==> src/rtl/uart_rx_fifo.sv <==
// Receive-side byte buffer behind the UART receiver: captures one byte per done
// rising edge into a first-word-fall-through FIFO with valid/ready read port.
module uart_rx_fifo #(
    parameter int unsigned  DEPTH = 16,
    localparam int unsigned CNT_W = $clog2(DEPTH) + 1
) (
    input  logic             clk,
    input  logic             rst,
    input  logic             done_in,
    input  logic [7:0]       rxdata_in,
    output logic             rd_valid,
    output logic [7:0]       rd_data,
    input  logic             rd_ready,
    output logic [CNT_W-1:0] count,
    output logic             full,
    output logic             empty,
    output logic             overflow,
    input  logic             clr_overflow
);

    localparam int unsigned ADDR_W = $clog2(DEPTH);

    logic              done_q;
    logic [ADDR_W-1:0] wr_ptr_q, wr_ptr_d;
    logic [ADDR_W-1:0] rd_ptr_q, rd_ptr_d;
    logic [CNT_W-1:0]  count_q,  count_d;
    logic              overflow_q, overflow_d;
    logic [7:0]        mem_q [DEPTH];

    logic push_req;
    logic pop;
    logic push;

    // Status decodes come straight from the registered count
    assign full     = (count_q == CNT_W'(DEPTH));
    assign empty    = (count_q == '0);
    assign rd_valid = ~empty;
    assign rd_data  = mem_q[rd_ptr_q];
    assign count    = count_q;
    assign overflow = overflow_q;

    assign push_req = done_in & ~done_q;
    assign pop      = rd_valid & rd_ready;
    assign push     = push_req & (~full | pop);

    always_comb begin
        wr_ptr_d   = wr_ptr_q;
        rd_ptr_d   = rd_ptr_q;
        count_d    = count_q;
        overflow_d = overflow_q;

        if (push) begin
            wr_ptr_d = wr_ptr_q + ADDR_W'(1);
        end
        if (pop) begin
            rd_ptr_d = rd_ptr_q + ADDR_W'(1);
        end
        if (push && !pop) begin
            count_d = count_q + CNT_W'(1);
        end else if (pop && !push) begin
            count_d = count_q - CNT_W'(1);
        end

        // A dropped byte outranks a same-cycle clear
        if (push_req && full && !pop) begin
            overflow_d = 1'b1;
        end else if (clr_overflow) begin
            overflow_d = 1'b0;
        end
    end

    // done_q resets high so a done already asserted at reset release is ignored
    always_ff @(posedge clk) begin
        if (rst) begin
            done_q     <= 1'b1;
            wr_ptr_q   <= '0;
            rd_ptr_q   <= '0;
            count_q    <= '0;
            overflow_q <= 1'b0;
        end else begin
            done_q     <= done_in;
            wr_ptr_q   <= wr_ptr_d;
            rd_ptr_q   <= rd_ptr_d;
            count_q    <= count_d;
            overflow_q <= overflow_d;
        end
    end

    always_ff @(posedge clk) begin
        if (!rst && push) begin
            mem_q[wr_ptr_q] <= rxdata_in;
        end
    end

endmodule
==> config.mk <==
export PLATFORM = sky130hd
export DESIGN_NAME = uart_rx_fifo
export DESIGN_NICKNAME = d
export VERILOG_FILES = /design/src/rtl/uart_rx_fifo.sv
export SDC_FILE = /design/constraint.sdc
export NUM_CORES = 1
export LEC_CHECK = 0
export ABC_CLOCK_PERIOD_IN_PS = 3400
export BUFFER_PORTS_ARGS = -buffer_cell sky130_fd_sc_hd__buf_2
export CAP_MARGIN = 10
export CELL_PAD_IN_SITES_DETAIL_PLACEMENT = 1
export CELL_PAD_IN_SITES_GLOBAL_PLACEMENT = 1
export CORE_MARGIN = 2
export CORE_UTILIZATION = 52
export CTS_CLUSTER_DIAMETER = 30
export DETAILED_ROUTE_END_ITERATION = 12
export PLACE_DENSITY_LB_ADDON = 0.1
export SKIP_CTS_REPAIR_TIMING = 1
export SYNTH_ARGS = -nofsm -noshare
export SYNTH_HDL_FRONTEND = slang
export SYNTH_SLANG_ARGS = --single-unit
==> constraint.sdc <==
create_clock -name clk -period 3.4 [get_ports clk]
set_clock_uncertainty 0.05 [all_clocks]
set_input_delay 0.68 -clock clk [delete_from_list [all_inputs] [get_ports clk]]
set_output_delay 0.68 -clock clk [all_outputs]
set_load 0.005 [all_outputs]
After elaboration in Yosys (flattened, before gate mapping)
Memories as Yosys holds them, arrays and structs flattened. A register that Yosys moved wholly into a read port is not among the register bits.
Cells that the tools add are included.
Word-level totals
  input bits: 13
  output and inout port bits: 17
  word-level logic and storage cells: 37
  memory bits (read-only): 0
  memory bits (writable): 128
  register bits after elaboration: 15
  memories: 1
  latch bits: 0
Operators by class
  add/sub/neg operators: 4
  div/mod/pow operators: 0
  $lt $le $gt $ge: 0
  reduce and logical (&&, ||, !) cells: 11
  equal/unequal tests: 1
  multiply operators: 0
  bitwise operators: 7
  shift operators: 0
  muxes and demuxes: 8
Memory list
  mem_q: depth 16, width 8, read ports 1, clocked after Yosys merged registers in 1, write ports 1, RTL line 28  | logic [7:0] mem_q [DEPTH];
Operators with widths (count)
  5-bit two-way mux: 2
  4-bit by 1-bit adder with 4-bit output, second input constant: 2
  4-bit two-way mux: 2
  5-bit by 1-bit adder with 5-bit output, second input constant: 1
  5-bit == test, second input constant: 1
  1-bit logical AND: 5
  5-bit logical NOT: 1
  5-bit by 1-bit subtractor with 5-bit output, second input constant: 1
  1-bit two-way mux: 4
  2-bit nonzero test: 2
  1-bit AND: 3
  1-bit logical NOT: 3
  1-bit inverter: 3
  1-bit OR: 1

Logic depth before layout (Yosys ltp)
  depth in word-level cells: 9
  depth in mapped cells: 9
  depth with buffers taken out: 9

Worst setup path after synthesis
Ideal clock, no wire load.
  path kind: register -> register
  start: reg count_q[0], in the netlist count[0]
  end: reg count_q[4], in the netlist count[4]
  cell stages (with the launch flop): 10
  data required time: 3.229 ns
  slack: 0.761 ns
  data arrival time: 2.468 ns
  library setup time: 0.121 ns
  path buffers: 0
  clock period less this slack: 2.639 ns
  path through: dfxtp_1 > or4_4 > o21ai_4 > ha_1 > inv_1 > ha_1 > a21oi_1 > a211oi_1 > a31oi_1 > mux2_2
On the way
  word-level cells in the longest chain between the ends: 8
  elaborated cells on any way between the ends: 16
  those cells by class: add/sub (2); eq/ne (1); mux (2); bitwise (5); reduce/logical (6)
Ends and longest elaborated chain
  from (decl): RTL line 26  | logic [CNT_W-1:0] count_q, count_d;
  from (signal assigned): RTL line 84  | count_q <= count_d;
  5-bit logical NOT: RTL line 36  | assign empty = (count_q == '0);
  1-bit inverter: RTL line 37  | assign rd_valid = ~empty;
  1-bit AND: RTL line 43  | assign pop = rd_valid & rd_ready;
  1-bit OR: RTL line 44  | assign push = push_req & (~full | pop);
  1-bit AND: RTL line 44
  1-bit logical NOT: RTL line 60  | end else if (pop && !push) begin
  1-bit logical AND: RTL line 60
  2-bit nonzero test (no source line)
Parallel ways exist; a longest one is shown, timed or not. The select of a mux whose other input is x is not followed.
A chain may end at the register's enable or synchronous reset.

==> flow_metrics.env <==
export IMPL_die_x_microns=110.3
export IMPL_outcome="completed"
export IMPL_drc=0
export IMPL_vdd_drop_max_uv=471.8
export IMPL_die_h_microns=110.3
export IMPL_cts_sinks=147
export IMPL_timing_slew_headroom=0.4352
export IMPL_viasPerCell=5.917
export IMPL_final_cell_mix="128 x edfxtp_1, 33 x nor2_1, 32 x mux4_2, 29 x buf_2, 19 x clkbuf_16"
export IMPL_critPathKind="flip-flop to primary output"
export IMPL_critPathArrivalTime_ns=2.38
export IMPL_reg2reg_slack_ns=0.54
export IMPL_hold_depth=2
export IMPL_post_synth_top_area_cell="edfxtp_1"
export IMPL_cts_made_buffers=17
export IMPL_clock_latency_ns=0.41
export IMPL_synth_area_leaders="edfxtp_1 65%, mux4_2 12%, dfxtp_1 6.5%, nor2_1 2.1%, a22oi_1 2.0%"
export IMPL_rows=38
export IMPL_worst_ep_required_time_ns=2.67
export IMPL_ant_nets=0
export IMPL_drive_gt1_frac=0.3075
export IMPL_grt_max_degree=33
export IMPL_synth_top_cell_area_share=0.6539
export IMPL_drt_wl_total_microns=12630
export IMPL_hold_viol_final=0
export IMPL_layout_commonest_cell="edfxtp_1"
export IMPL_num_vias=3118
export IMPL_period_needed_ns=3.105
export IMPL_syn_cell_area_sq_um=5878
export IMPL_worst_slew_pin_slew_ns=0.8455
export IMPL_synth_edff_count=128
export IMPL_synth_net_count=344
export IMPL_grt_use_total=0.2334
export IMPL_cts_root_buf="clkbuf_16"
export IMPL_fin_setup_tns_ns=0
export IMPL_power_leakage_nw=2.346
export IMPL_final_nets=397
export IMPL_cts_buffer_depth=2
export IMPL_powerDensity_nw_per_um2=712.0
export IMPL_io_pins=30
export IMPL_dr_pass1_iters=4
export IMPL_fin_crit_sh=0.9133
export IMPL_hpwlAfterDp_microns=8091
export IMPL_dpl_cell_count=495
export IMPL_cts_tree="yes"
export IMPL_yosys_warnings=0
export IMPL_cts_htree_levels=4
export IMPL_coreArea_sq_um=10940
export IMPL_portBuffers=29
export IMPL_dieArea_sq_um=12170
export IMPL_power_mw=4.881
export IMPL_hold_path_class="primary input to flip-flop"
export IMPL_grt_remaining_overflow=0
export IMPL_ys_flop_type="edfxtp_1"
export IMPL_fmax_mhz=322.0
export IMPL_final_cells=527
export IMPL_timing_hold_ws_ns=0.4334
export IMPL_netlist_instances=321
export IMPL_utilization=0.6269
export IMPL_ys_types=45
export IMPL_slew_viol_final=0
export IMPL_rsz0062_at_grt="no"
export IMPL_detail_route_wl_per_cell_microns=23.97
export IMPL_n_antenna_cell=0
export IMPL_clk_pin_slew_ns=0.06
export IMPL_setup_viol=0
export IMPL_grt_pass1_vias=3362
export IMPL_synth_yosys_seq_area_share=0.7186
export IMPL_grt_pass1_wl_microns=19420
export IMPL_critical_path_max_fanout=23
export IMPL_start_kind="flip-flop"
export IMPL_syn2layout_area_growth_pct=16.62
export IMPL_dr_first_iter_drc_count=236
export IMPL_ys_ff_latch=147
export IMPL_routabilityCongestion=0.7682
export IMPL_endpoint_kind="primary output"
export IMPL_rr_worst_depth=9
export IMPL_drv_cap=0
export IMPL_initial_core_util=0.5375
export IMPL_postSynthAreaPerCell_sq_um=18.31
export IMPL_antenna_found_initial=0
export IMPL_async_reset_ff_frac=0
==> stage by stage <==
stage               setup WS [ns]  area (sq um)
finish                     0.2947          6855
CTS                        0.2447          6855
detailed placement         0.4970          6279
global placement           0.5666          6279
floorplan                  0.7615          5878
global route               0.1676          6855
==> sequential cells by signal (all words and copies together) (netlist names), named ones only <==
name	count
count	5
done_q	1
mem_q	128
overflow	1
rd_ptr_q	4
wr_ptr_q	4
==> cells in the mapped netlist (2+ instances only) <==
library cell / n
inv_1: 6
mux2i_1: 3
dfxtp_1: 19
nor2b_1: 3
a211oi_1: 2
a21oi_1: 4
edfxtp_1: 128
mux4_2: 32
nand2_1: 10
xor2_1: 3
xnor2_1: 3
clkbuf_1: 4
nand2b_1: 6
nor3_1: 4
nor2_1: 33
nand3_1: 4
buf_6: 2
buf_1: 5
ha_1: 9
a22oi_1: 16
==> worst max-delay path, stage by stage (launching register included) <==
cell	delay (ns)
dfxtp_2	0.56
buf_12	0.27
mux4_2	0.54
a22oi_1	0.30
nand2_1	0.12
buf_2	0.14
==> report_power, final <==
group          internal (mW)  switching, mW  total [mW]
registers               2.01         0.0985        2.11
logic                  0.497          0.471       0.968
clock network           1.09          0.713        1.80
total                   3.60           1.28        4.88
==> area by class of cell <==
class                   count  area [sq um]
flip-flops and latches    147          4225
fillers                   969          4080
well taps                 140         175.2
inverters                   7         26.28
clock inverters            12         97.59
multi-input cells         154          1559
repair buffers             47         292.8
clock buffers              20         479.2
==> logic make-up (layout without fill, tap and decap cells) <==
family | count (synthesis) | after routing | share of synthesized area
DFF | 147 | 147 | 0.7186
adders and majority gates | 10 | 10 | 0.02256
xor gates and xnor gates | 6 | 6 | 0.008942
muxes | 37 | 37 | 0.1315
and+or+nand+nor | 72 | 72 | 0.06280
AOI/OAI and AO/OA | 29 | 29 | 0.03938
buffers and inverters | 20 | 86 | 0.01618
==> per-layer routing <==
layer / routed length, microns / up-vias / track usage / share of wire
li1: - / 1381 / - / -
met1: 5246 / 1609 / 0.3078 / 0.42
met5: 0 / - / 0 / 0
met3: 728 / 22 / 0.07643 / 0.058
met2: 6368 / 106 / 0.3655 / 0.50
met4: 287 / 0 / 0.08661 / 0.023
==> path summary, 6_finish.rpt <==
| kind | from | to |
|---|---|---|
| setup / recovery | flip-flop | rd_data[1] |
| hold / removal | done_in | done_q |
| setup reg to reg | count[0] | count[4] |
| hold reg to reg | overflow | overflow |
No activity file was read; power rests on OpenSTA's default activity.
